--- config.mk ---
export PLATFORM = sky130hd
export DESIGN_NAME = vc_writeback_buffer
export DESIGN_NICKNAME = d
export VERILOG_FILES = /design/src/rtl/l15_vc_wbb_pkg.sv /design/src/rtl/vc_wbb_match.sv /design/src/rtl/vc_writeback_buffer.sv
export SDC_FILE = /design/constraint.sdc
export NUM_CORES = 1
export LEC_CHECK = 0
export CORE_UTILIZATION = 32
export CTS_BUF_LIST = sky130_fd_sc_hd__clkbuf_4 sky130_fd_sc_hd__clkbuf_8
export DETAILED_ROUTE_END_ITERATION = 12
export GPL_TIMING_DRIVEN = 1
export HOLD_SLACK_MARGIN = 0.05
export SLEW_MARGIN = 20
export SYNTH_ARGS = -nofsm -noshare
export SYNTH_HDL_FRONTEND = slang
export SYNTH_SLANG_ARGS = --single-unit
--- constraint.sdc ---
create_clock -name clk -period 9.1 [get_ports clk]
set_input_delay 0.91 -clock clk [delete_from_list [all_inputs] [get_ports clk]]
set_output_delay 0.91 -clock clk [all_outputs]
set_load 0.05 [all_outputs]
--- src/rtl/l15_vc_wbb_pkg.sv ---
// ============================================================================
// Module      : l15_vc_wbb_pkg
// Description : Shared types and default widths for the victim-cache
//               writeback buffer (vc_wbb_match, vc_writeback_buffer).
// Revision    : 1.0 - initial release
// ============================================================================
`default_nettype none

package l15_vc_wbb_pkg;

    localparam int WBB_ADDR_WIDTH = 36;
    localparam int WBB_LINE_WIDTH = 128;
    localparam int WBB_DEPTH      = 4;
    localparam int WBB_DEPTH_LOG2 = 2;

    typedef enum logic [1:0] {
        WBB_FREE = 2'd0,
        WBB_PEND = 2'd1,
        WBB_SENT = 2'd2
    } wbb_state_e;

endpackage

`default_nettype wire

--- src/rtl/vc_wbb_match.sv ---
// ============================================================================
// Module      : vc_wbb_match
// Description : Youngest-priority address matcher over the writeback queue,
//               with a bypass for a push accepted in the same cycle.
// Revision    : 1.0 - initial release
// ============================================================================
`default_nettype none

module vc_wbb_match
    import l15_vc_wbb_pkg::*;
#(
    parameter int ADDR_WIDTH = WBB_ADDR_WIDTH,
    parameter int DEPTH      = WBB_DEPTH,
    parameter int DEPTH_LOG2 = WBB_DEPTH_LOG2
) (
    input  logic                  lookup_val_i,
    input  logic [ADDR_WIDTH-1:0] lookup_addr_i,
    input  wbb_state_e            entry_state_i [DEPTH],
    input  logic [ADDR_WIDTH-1:0] entry_addr_i  [DEPTH],
    input  logic [DEPTH_LOG2-1:0] retire_ptr_i,
    input  logic                  push_val_i,
    input  logic [ADDR_WIDTH-1:0] push_addr_i,
    input  logic [DEPTH_LOG2-1:0] push_ptr_i,
    output logic                  hit_o,
    output logic [DEPTH_LOG2-1:0] index_o
);

    logic [DEPTH_LOG2-1:0] w_pos;

    // Walk oldest to youngest from retire_ptr so later matches override.
    always_comb begin
        hit_o   = 1'b0;
        index_o = '0;
        w_pos   = '0;
        if (lookup_val_i) begin
            for (int k = 0; k < DEPTH; k++) begin
                w_pos = retire_ptr_i + DEPTH_LOG2'(k);
                if (entry_state_i[w_pos] != WBB_FREE &&
                    entry_addr_i[w_pos] == lookup_addr_i) begin
                    hit_o   = 1'b1;
                    index_o = w_pos;
                end
            end
            if (push_val_i && push_addr_i == lookup_addr_i) begin
                hit_o   = 1'b1;
                index_o = push_ptr_i;
            end
        end
    end

endmodule

`default_nettype wire

--- src/rtl/vc_writeback_buffer.sv ---
// ============================================================================
// Module      : vc_writeback_buffer
// Description : Holds dirty victim-cache lines until L2 acks their writeback;
//               S1 lookups detect outstanding lines. Define VC_WBB_FWD_EN to
//               add the S2 forwarded-data port.
// Revision    : 1.0 - initial release
// ============================================================================
`default_nettype none

module vc_writeback_buffer
    import l15_vc_wbb_pkg::*;
#(
    parameter int ADDR_WIDTH = WBB_ADDR_WIDTH,
    parameter int LINE_WIDTH = WBB_LINE_WIDTH,
    parameter int DEPTH      = WBB_DEPTH,
    parameter int DEPTH_LOG2 = WBB_DEPTH_LOG2
) (
    input  logic                  clk,
    input  logic                  rst_n,
    input  logic                  vc_wbb_val_s3,
    input  logic [ADDR_WIDTH-1:0] vc_wbb_addr_s3,
    input  logic [LINE_WIDTH-1:0] vc_wbb_data_s3,
    output logic                  wbb_vc_full,
    output logic                  wbb_empty,
    output logic                  wbb_overflow,
    output logic                  wbb_noc_val,
    output logic [ADDR_WIDTH-1:0] wbb_noc_addr,
    output logic [LINE_WIDTH-1:0] wbb_noc_data,
    input  logic                  noc_wbb_rdy,
    input  logic                  noc_wbb_ack,
    input  logic                  l15_wbb_lookup_val_s1,
    input  logic [ADDR_WIDTH-1:0] l15_wbb_lookup_addr_s1,
    output logic                  wbb_l15_hit_s2,
    output logic [DEPTH_LOG2-1:0] wbb_l15_index_s2
`ifdef VC_WBB_FWD_EN
    ,
    output logic [LINE_WIDTH-1:0] wbb_l15_data_s2
`endif
);

    localparam int CW = DEPTH_LOG2 + 1;

    wbb_state_e            state_q [DEPTH];
    logic [ADDR_WIDTH-1:0] addr_q  [DEPTH];
    logic [LINE_WIDTH-1:0] data_q  [DEPTH];

    logic [DEPTH_LOG2-1:0] alloc_ptr_q, issue_ptr_q, retire_ptr_q;
    logic [CW-1:0]         count_q, count_d;
    logic                  overflow_q;
    logic                  hit_q;
    logic [DEPTH_LOG2-1:0] index_q;

    logic                  push_acc, issue_fire, ack_acc;
    logic                  match_hit;
    logic [DEPTH_LOG2-1:0] match_index;

    // Full is taken from the registered count, so a same-cycle ack never
    // makes room for a push.
    assign wbb_vc_full  = (count_q == CW'(DEPTH));
    assign wbb_empty    = (count_q == '0);
    assign wbb_overflow = overflow_q;

    assign push_acc   = vc_wbb_val_s3 && !wbb_vc_full;
    assign wbb_noc_val  = (state_q[issue_ptr_q] == WBB_PEND);
    assign wbb_noc_addr = addr_q[issue_ptr_q];
    assign wbb_noc_data = data_q[issue_ptr_q];
    assign issue_fire = wbb_noc_val && noc_wbb_rdy;
    assign ack_acc    = noc_wbb_ack && (state_q[retire_ptr_q] == WBB_SENT);

    assign count_d = count_q + CW'(push_acc) - CW'(ack_acc);

    always_ff @(posedge clk) begin
        if (!rst_n) begin
            for (int i = 0; i < DEPTH; i++) begin
                state_q[i] <= WBB_FREE;
            end
            alloc_ptr_q  <= '0;
            issue_ptr_q  <= '0;
            retire_ptr_q <= '0;
            count_q      <= '0;
            overflow_q   <= 1'b0;
        end else begin
            if (push_acc) begin
                state_q[alloc_ptr_q] <= WBB_PEND;
                alloc_ptr_q          <= alloc_ptr_q + DEPTH_LOG2'(1);
            end
            if (issue_fire) begin
                state_q[issue_ptr_q] <= WBB_SENT;
                issue_ptr_q          <= issue_ptr_q + DEPTH_LOG2'(1);
            end
            if (ack_acc) begin
                state_q[retire_ptr_q] <= WBB_FREE;
                retire_ptr_q          <= retire_ptr_q + DEPTH_LOG2'(1);
            end
            count_q    <= count_d;
            overflow_q <= overflow_q | (vc_wbb_val_s3 && wbb_vc_full);
        end
    end

    // Payload storage is qualified by entry state and needs no reset.
    always_ff @(posedge clk) begin
        if (push_acc) begin
            addr_q[alloc_ptr_q] <= vc_wbb_addr_s3;
            data_q[alloc_ptr_q] <= vc_wbb_data_s3;
        end
    end

    vc_wbb_match #(
        .ADDR_WIDTH (ADDR_WIDTH),
        .DEPTH      (DEPTH),
        .DEPTH_LOG2 (DEPTH_LOG2)
    ) u_match (
        .lookup_val_i  (l15_wbb_lookup_val_s1),
        .lookup_addr_i (l15_wbb_lookup_addr_s1),
        .entry_state_i (state_q),
        .entry_addr_i  (addr_q),
        .retire_ptr_i  (retire_ptr_q),
        .push_val_i    (push_acc),
        .push_addr_i   (vc_wbb_addr_s3),
        .push_ptr_i    (alloc_ptr_q),
        .hit_o         (match_hit),
        .index_o       (match_index)
    );

    always_ff @(posedge clk) begin
        if (!rst_n) begin
            hit_q   <= 1'b0;
            index_q <= '0;
        end else begin
            hit_q   <= match_hit;
            index_q <= match_index;
        end
    end

    assign wbb_l15_hit_s2   = hit_q;
    assign wbb_l15_index_s2 = index_q;

`ifdef VC_WBB_FWD_EN
    logic [LINE_WIDTH-1:0] fwd_data_q;
    logic [LINE_WIDTH-1:0] fwd_data_d;

    // A same-cycle push is always the youngest match, and its data is not
    // yet in the array.
    always_comb begin
        fwd_data_d = '0;
        if (match_hit) begin
            if (push_acc && vc_wbb_addr_s3 == l15_wbb_lookup_addr_s1) begin
                fwd_data_d = vc_wbb_data_s3;
            end else begin
                fwd_data_d = data_q[match_index];
            end
        end
    end

    always_ff @(posedge clk) begin
        if (!rst_n) begin
            fwd_data_q <= '0;
        end else begin
            fwd_data_q <= fwd_data_d;
        end
    end

    assign wbb_l15_data_s2 = fwd_data_q;
`else
    // Hit and index only; the L1.5 replays until the entry retires.
`endif

endmodule

`default_nettype wire

==> metrics.txt, run 1 <==
clock sink count 679; P&R area growth vs syn 23.5%; max capacitance violation total 0; Clock Pin Slew Worst Setup and Hold Paths 0.06 ns; Power, Total 9.08 mW; nets 2,197; leakage power 11.5 nW; Crit Path Max Fanout 36; htree depth 3; die boundary height 311 um; Final Slew Violations 0; Max Clk Rate 184 MHz; fraction of registers with async set/reset 0%; Clock Latency Late Sink 0.78 ns; Starting Density 32.3%; Post-CTS Setup Inserts 0; Required @ worst endpoint 9.74 ns; Distinct cells, synth 63; worst slew pin tran 1.02 ns; IO Port Bufs 376; Residual DRC 0; first-pass GRT wire length 128 mm; outcome complete, no violations; CP Cell Sequence clkinv_1 > ha_2 > buf_4 > mux4_1 > xnor2_1 > nand4_1 > or4_1 > or4_4 > o211a_1 > o311ai_1 > a21oi_1; CTS tree done; kind of end point of the critical path register; post-synth top area cell edfxtp_1; Worst Hold Slack 0.489 ns; switching power 3.01 mW; vias in the first global route 18,229; Peak supply drop 150 uV; Slew HR 31.8%; Most used DFF post-synth edfxtp_1; Pre-antenna DRT Iters 5; Reg power frac 43.4%; Pint 6.07 mW; drt via density 5.16; Core Region 94,900 um2; standard-cell row count 113; post-route ant nets 0; Post-synth EDFFs 656; Area contributors post-synth edfxtp_1 (64%), mux4_2 (19%), xnor2_1 (2.7%); Resized cells post-CTS 0; Clk network pwr share 28.3%; Critical Path AT 6.07 ns; Post-Syn Nets 1,799; Layout Skew 0.0393 ns; mean routed wirelength per cell 26.2 um; final WL 87.1 mm; combinational power share 28.3%; area share of the largest cell type after synthesis 64.3%; largest net degree at the start of global routing 148; yosys warns 0; FILL cells 8,602; post-synthesis sequential area ratio 65.8%; DIE AREA 96,900 um2; Mapped Avg Cell Area 19.4 um2; Non-Filler Instances 3,329; Final Hold Viols 0; Setup violations, final 0; Root Buffer clkbuf_8; IO Pins 377; placed instance count 3,125; minimum clock period after layout 5.43 ns; DR vias 17,173; RSZ-0062 raised after global routing false; CTS Buf Count 114; largest stage delay on the critical path 1.05 ns; GP Congestion 0.925; PD cells 240 nW/um2; Sw Share 33.1%; element type at the critical path start register; fin crit share 59.7%; share of cells above drive strength 1 22.2%; Iter 0 DRT Violations 1,274; Synth top cells by count edfxtp_1 (656), mux4_2 (252), xnor2_1 (96), mux2i_1 (76), xor2_1 (70); crit path kind register to register; number of hold buffers added after cts 0; setup TNS 0 ns; antenna violations before repair 14; Yosys reg bits 679; Mapped Cells 1,578; Post-Synthesis Cell Area 30,600 um2; Die X 311 um; Hold Crit Class register to register; Total GRT Usage 17.9%; CP max stage cell ha_2; CTS max path bufs 3; most frequent cell after synthesis edfxtp_1; DPL Wire Length 59.5 mm; grt total ovfl 0
-- final timing paths --
kind	startpoint	to	slack [ns]	depth (start not counted)
max reg2reg	retire_ptr_q[1]	wbb_l15_index_s2[1]	3.67	11
min reg2reg	wbb_overflow	wbb_overflow	0.49	2
max	retire_ptr_q[1]	wbb_l15_index_s2[1]	3.67	11
min	wbb_overflow	wbb_overflow	0.49	2
-- power by group through the flow --
stage	sequential [mW]	combinational (mW)	clock, mW
finish	3.94	2.57	2.57
global route	3.97	2.69	2.77
CTS	3.94	2.61	2.66
detailed placement	4.01	2.60	0
global placement	3.99	2.60	0
floorplan	3.97	1.70	0
-- critical path, delay by kind of cell, from the launching register on --
kind	cells	cell delay, ns
xor+xnor	1	0.17
fa+ha+maj	1	1.05
mux	1	0.61
compound gates	3	0.64
simple gates	3	1.34
buf+inv	2	0.83
flops	1	0.67
-- logic make-up (layout without fill, tap and decap cells) --
kind of cell / count (synthesis) / in the layout / share of synthesized area (%)
AO/OA/AOI/OAI: 95 / 95 / 2.26
buffers and inverters: 133 / 615 / 1.83
other: 0 / 4 / 0
adder cells (fa/ha/maj): 15 / 15 / 0.638
AND/OR/NAND/NOR: 146 / 146 / 2.53
flip-flops: 679 / 679 / 65.8
XOR/XNOR: 166 / 166 / 4.75
multiplexers: 344 / 344 / 22.2
-- routing by layer --
| metal | share of wire, % | global-route usage (%) |
|---|---|---|
| met1 | 39 | 21.7 |
| met2 | 49 | 29.4 |
| met3 | 8.9 | 6.70 |
| met4 | 3.3 | 6.00 |
| met5 | 0.13 | 0 |
-- per-stage QoR --
stage,setup slack (ns),util (%),instance area (um2)
after floorplan,4.03,-,30600
after global placement,3.70,37.6,35700
after detailed placement,3.66,37.6,35700
after CTS,3.68,39.8,37800
after global routing,3.43,39.9,37800
final,3.67,39.9,37800
-- cells in the final DEF (no fill, tap or decap), types with 13 or more instances in the layout --
master / n
a21oi_1: 13
and2_1: 15
buf_4: 15
clkbuf_4: 33
clkbuf_8: 117
clkdlybuf4s50_1: 376
clkinv_1: 34
dfxtp_1: 17
edfxtp_1: 656
ha_1: 13
inv_1: 16
mux2i_1: 76
mux4_2: 252
nand2_1: 26
nand4_1: 19
nor2_1: 32
nor4_1: 25
xnor2_1: 96
xor2_1: 70
-- registers in the layout, summed over array words and instances, names as in the netlist, 2 cells and up, named ones only --
register,cells
data_q,512
addr_q,144
state_q,8
count_q,3
alloc_ptr_q,2
issue_ptr_q,2
retire_ptr_q,2
wbb_l15_index_s2,2
-- area by class of cell --
cell class	instances	area, um2	share of cell area, %
timing repair buffer	393	3920	10.4
inverter	22	103	0.271
multi-input combinational	766	9900	26.2
clock inverter	50	263	0.695
clock buffer	150	1860	4.91
antenna	4	10.0	0.0265
tap	1265	1580	4.19
sequential	679	20200	53.4
Power figures use the tool's default switching activity.
==> run 2, diff against run 1 <==
- clock period: 9.1 -> 5.31 ns (I/O delays scaled with it)
==> run 2 against run 1 <==
Critical path depth did not move. Clock power up 83%. Register-to-register slack worse by 2.9 ns. Combinational power is 73% higher.
==> metrics.txt, run 2 (same netlist as run 1, synthesis figures left out) <==
kind of end point of the critical path register; P&R area growth vs syn 24.7%; mean routed wirelength per cell 25.7 um; Total GRT Usage 17.5%; Final Hold Viols 0; share of cells above drive strength 1 23.3%; CTS tree done; worst slew pin tran 1.09 ns; Reg power frac 42.4%; Core Region 94,900 um2; Final Slew Violations 0; CTS Buf Count 111; Iter 0 DRT Violations 1,363; Peak supply drop 263 uV; clock sink count 679; Clock Pin Slew Worst Setup and Hold Paths 0.06 ns; crit-path leading delay family simple AND/OR/NAND/NOR gates; number of hold buffers added after cts 0; max reg flops 512; nets 2,209; crit path kind register to register; biggest regs data_q (512), addr_q (144), state_q (8); Critical Path AT 5.14 ns; drt via density 5.16; DPL Wire Length 59.7 mm; Sw Share 32.3%; Hold Crit Class primary input to register; DIE AREA 96,900 um2; setup slack after layout 0.794 ns; standard-cell row count 113; Pint 10.8 mW; IO Pins 377; largest net degree at the start of global routing 108; Layout Skew 0.0408 ns; Root Buffer clkbuf_8; switching power 5.13 mW; CTS max path bufs 3; Setup violations, final 0; Residual DRC 0; Clk network pwr share 29.6%; Required @ worst endpoint 5.94 ns; Max Clk Rate 221 MHz; CP max stage cell ha_2; element type at the critical path start register; antenna violations before repair 13; first-pass GRT wire length 125 mm; grt total ovfl 0; leakage power 11.7 nW; Place WS 0.800 ns; minimum clock period after layout 4.52 ns; Util after Layout 40.2%; reg2reg setup slack 0.79 ns; Resized cells post-CTS 0; setup TNS 0 ns; outcome complete, no violations; RSZ-0062 raised after global routing false; Slew HR 27.6%; Pre-antenna DRT Iters 5; GP Congestion 0.935; vias in the first global route 18,132; Crit Path Max Fanout 16; IO Port Bufs 376; fin crit share 85.1%; post-route ant nets 0; CP Cell Sequence inv_1 > ha_2 > buf_4 > mux4_1 > xnor2_1 > nand4_1 > or4_1 > or4_4 > o211a_1 > o311ai_1 > a21oi_1; Reg with most FFs data_q; largest stage delay on the critical path 0.65 ns; most frequent cells in the layout edfxtp_1 (656), clkdlybuf4s50_1 (376), mux4_2 (252); most common cell after layout, fill and taps aside edfxtp_1; Power, Total 15.9 mW; Post-CTS Setup Inserts 0; Die X 311 um; final WL 85.9 mm; die boundary height 311 um; combinational power share 28.0%; htree depth 3; Buf+Inv Stages, Crit Path 2; PD cells 416 nW/um2; Starting Density 32.3%; Clock Latency Late Sink 0.78 ns; DR vias 17,241; max capacitance violation total 0
[run 2: changes by cell type in the layout (fill, tap and decap cells not counted)]
cell	previous run	this run
clkinv_2	9	11
diode_2	4	5
clkinv_1	34	19
clkbuf_8	117	111
clkbuf_4	33	42
buf_4	15	24
bufinv_16	0	7
clkinvlp_4	4	0
clkinv_16	0	1
inv_8	1	3
buf_12	2	8
[run 2: area by class of cell]
class	count	area [um2]
Antenna cell	5	12.5
Clock buffer	153	1840
Clock inverter	43	449
Fill cell	8544	56700
Inverter	22	103
Multi-Input combinational cell	766	9900
Sequential cell	679	20200
Tap cell	1265	1580
Timing Repair Buffer	408	4100
[run 2: worst paths after layout]
check / from / cells after the start / end
worst min register to register: wbb_overflow / 2 / wbb_overflow
worst min-delay path: vc_wbb_data_s3[119] / 1 / data_q[0][119]
worst max-delay path: retire_ptr_q[0] / 11 / wbb_l15_index_s2[1]
worst max register to register: retire_ptr_q[0] / 11 / wbb_l15_index_s2[1]
[run 2: power groups by stage]
stage	registers, mW	clock network [mW]	logic, mW
3_5_place_dp	6.85	0	4.50
4_1_cts	6.74	4.86	4.52
5_1_grt	6.79	5.06	4.65
2_1_floorplan	6.81	0	2.92
6_report	6.73	4.71	4.45
3_3_place_gp	6.81	0	4.51
[run 2: routing by layer]
metal	GRT usage, %	vias up	wire length, um
li1	-	7401	-
met1	21.3	8997	33400
met4	4.83	16	1970
met3	6.28	134	7880
met2	29.2	693	42500
met5	0	-	107
[run 2: through the flow]
stage          instance area [um2]  hold slack (ns)  std cells
2_1_floorplan                30600            0.471       1578
3_3_place_gp                 35900            0.470       3140
3_5_place_dp                 35900            0.490       3140
4_1_cts                      38200            0.292       3336
5_1_grt                      38200            0.320       3337
6_report                     38200            0.389       3341
==> run 3, diff against run 2 <==
- CAP_MARGIN: unset -> 10
- CORE_UTILIZATION: 32 -> 44
- PLACE_DENSITY: unset -> 0.66
==> run 3 against run 2 <==
Global-route usage is 6.1 points higher. Cell count down 9.7%. Setup slack better by 0.26 ns. Combinational power hardly changed. Design area down 1.2%. Flip-flop and latch count is the same. Largest cell class unchanged. Sequential share of layout area up 0.64 points. Largest power group unchanged. Worst hold slack improved by 0.013 ns. Fmax grew 6.1%. Power fell by 1.1%. Clock power fell by 3%. Critical path type unchanged.
==> metrics.txt, run 3 (same netlist as run 1, synthesis figures left out) <==
outcome complete, no violations; max reg flops 512; IO Port Bufs 376; CTS tree done; Max Used Layer met5; Placed Area 35,500 um2; Crit Path Max Fanout 12; Layout Skew 0.0421 ns; DPL Wire Length 57.3 mm; Setup crit end wbb_l15_index_s2[1]; R2R depth 10; CTS max path bufs 3; setup slack after layout 1.05 ns; CP Cell Sequence inv_1 > ha_2 > mux4_1 > xnor2_1 > nand4_1 > or4_1 > or4_4 > o211a_1 > o311ai_1 > a21oi_1; minimum clock period after layout 4.26 ns; grt total ovfl 0; DR vias 17,251; PD cells 417 nW/um2; reg2reg setup slack 1.05 ns; CP startpoint retire_ptr_q[0]; htree depth 3; Required @ worst endpoint 5.91 ns; fin crit share 80.2%; Core Region 68,700 um2; Total GRT Usage 23.6%; nets 2,212; Metal-1 WL 33.3 mm; Resized cells post-CTS 0; crit path kind register to register; met2 routed WL 40.8 mm; standard-cell row count 96; final WL 83.1 mm; CTS Buf Count 111; P&R area growth vs syn 23.2%; r2r startpoint retire_ptr_q[0]; CP Depth 10; mean routed wirelength per cell 27.6 um; final instance area 37,700 um2; Sw Share 32.9%; routed wl met3 6.56 mm; leakage power 11.7 nW; worst slew pin tran 0.985 ns; post-route ant nets 0; most frequent cells in the layout edfxtp_1 (656), clkdlybuf4s50_1 (376), mux4_2 (252); Setup violations, final 0; Peak supply drop 323 uV; Worst R2R End wbb_l15_index_s2[1]; Max Clk Rate 235 MHz; Non-Filler Instances 3,016; Final Hold Viols 0; Starting Density 44.6%; Place WS 1.05 ns; combinational power share 28.2%; Pre-antenna DRT Iters 5; Reg with most FFs data_q; largest stage delay on the critical path 0.66 ns; Clock Latency Late Sink 0.76 ns; Post-CTS Setup Inserts 0; Buf+Inv Stages, Crit Path 1; biggest regs data_q (512), addr_q (144), state_q (8); CP max stage cell mux4_1; Final Slew Violations 0; Residual DRC 0; die boundary height 266 um; switching power 5.17 mW; DIE AREA 70,600 um2; Hold Crit Class primary input to register; kind of end point of the critical path register; crit-path leading delay family simple AND/OR/NAND/NOR gates; Iter 0 DRT Violations 1,378; share of cells above drive strength 1 22.8%; Clk network pwr share 29.0%; Reg power frac 42.8%; drt via density 5.72; Pint 10.5 mW; clock sink count 679; Critical Path AT 4.86 ns; placed instance count 2,809; most common cell after layout, fill and taps aside edfxtp_1; Root Buffer clkbuf_8; IO Pins 377; first-pass GRT wire length 122 mm; largest net degree at the start of global routing 98; worst hold stages 1; antenna violations before repair 11; RSZ-0062 raised after global routing false; Slew HR 33.7%; element type at the critical path start register; Die X 266 um; GP Congestion 0.947; max capacitance violation total 0; setup TNS 0 ns; number of hold buffers added after cts 0; FILL cells 5,417; Clock Pin Slew Worst Setup and Hold Paths 0.06 ns; vias in the first global route 18,101
## run 3: cell count changes in the layout (fill, tap and decap cells not counted)
cell        before  now
clkinv_1        19   39
clkbuf_4        42   29
buf_4           24   28
clkinv_2        11   15
diode_2          5    1
bufinv_16        7    4
clkinv_16        1    3
clkinvlp_4       0    2
inv_8            3    1
buf_12           8    7
## run 3: per-layer routing
layer,vias to the layer above,track usage (%)
met5,-,0
met4,18,7.55
met3,133,6.95
met2,639,38.4
met1,9053,30.4
li1,7408,-
## run 3: power groups by stage
stage                     registers [mW]  clock network [mW]  logic [mW]
after floorplan                     6.81                   0        2.92
after global placement              6.81                   0        4.46
after detailed placement            6.84                   0        4.46
after CTS                           6.73                4.66        4.48
after global routing                6.78                4.89        4.61
final                               6.73                4.56        4.42
## run 3: worst min path at each step
stage | start | end | slack [ns]
floorplan | state_q[2] | state_q[2] | 0.47
global placement | wbb_overflow | wbb_overflow | 0.48
detailed placement | state_q[2] | state_q[2] | 0.52
CTS | vc_wbb_data_s3[35] | data_q[3][35] | 0.34
global route | vc_wbb_data_s3[42] | data_q[1][42] | 0.36
finish | vc_wbb_data_s3[86] | data_q[3][86] | 0.40
## run 3: metrics by stage
stage	util (%)	total power, mW	hold WS, ns
6_report	54.9	15.7	0.402
5_1_grt	54.9	16.3	0.358
4_1_cts	54.9	15.9	0.342
3_5_place_dp	51.6	11.3	0.520
3_3_place_gp	51.6	11.3	0.479
2_1_floorplan	-	9.73	0.471
## run 3: worst register-to-register path: stages (launching register included)
cell      delay (ns)
dfxtp_4         0.38
inv_1           0.12
ha_2            0.55
mux4_1          0.67
xnor2_1         0.45
nand4_1         0.26
or4_1           0.48
or4_4           0.61
o211a_1         0.25
o311ai_1        0.28
a21oi_1         0.10
## run 3: final cells by class
cell class	count	area, um2	area share [%]
Tap cell	931	1160	3.09
Clock inverter	66	507	1.34
Sequential cell	679	20200	53.5
Clock buffer	140	1750	4.63
Timing Repair Buffer	411	4110	10.9
Multi-Input combinational cell	766	9900	26.2
Inverter	22	103	0.272
Antenna cell	1	2.50	0.00664
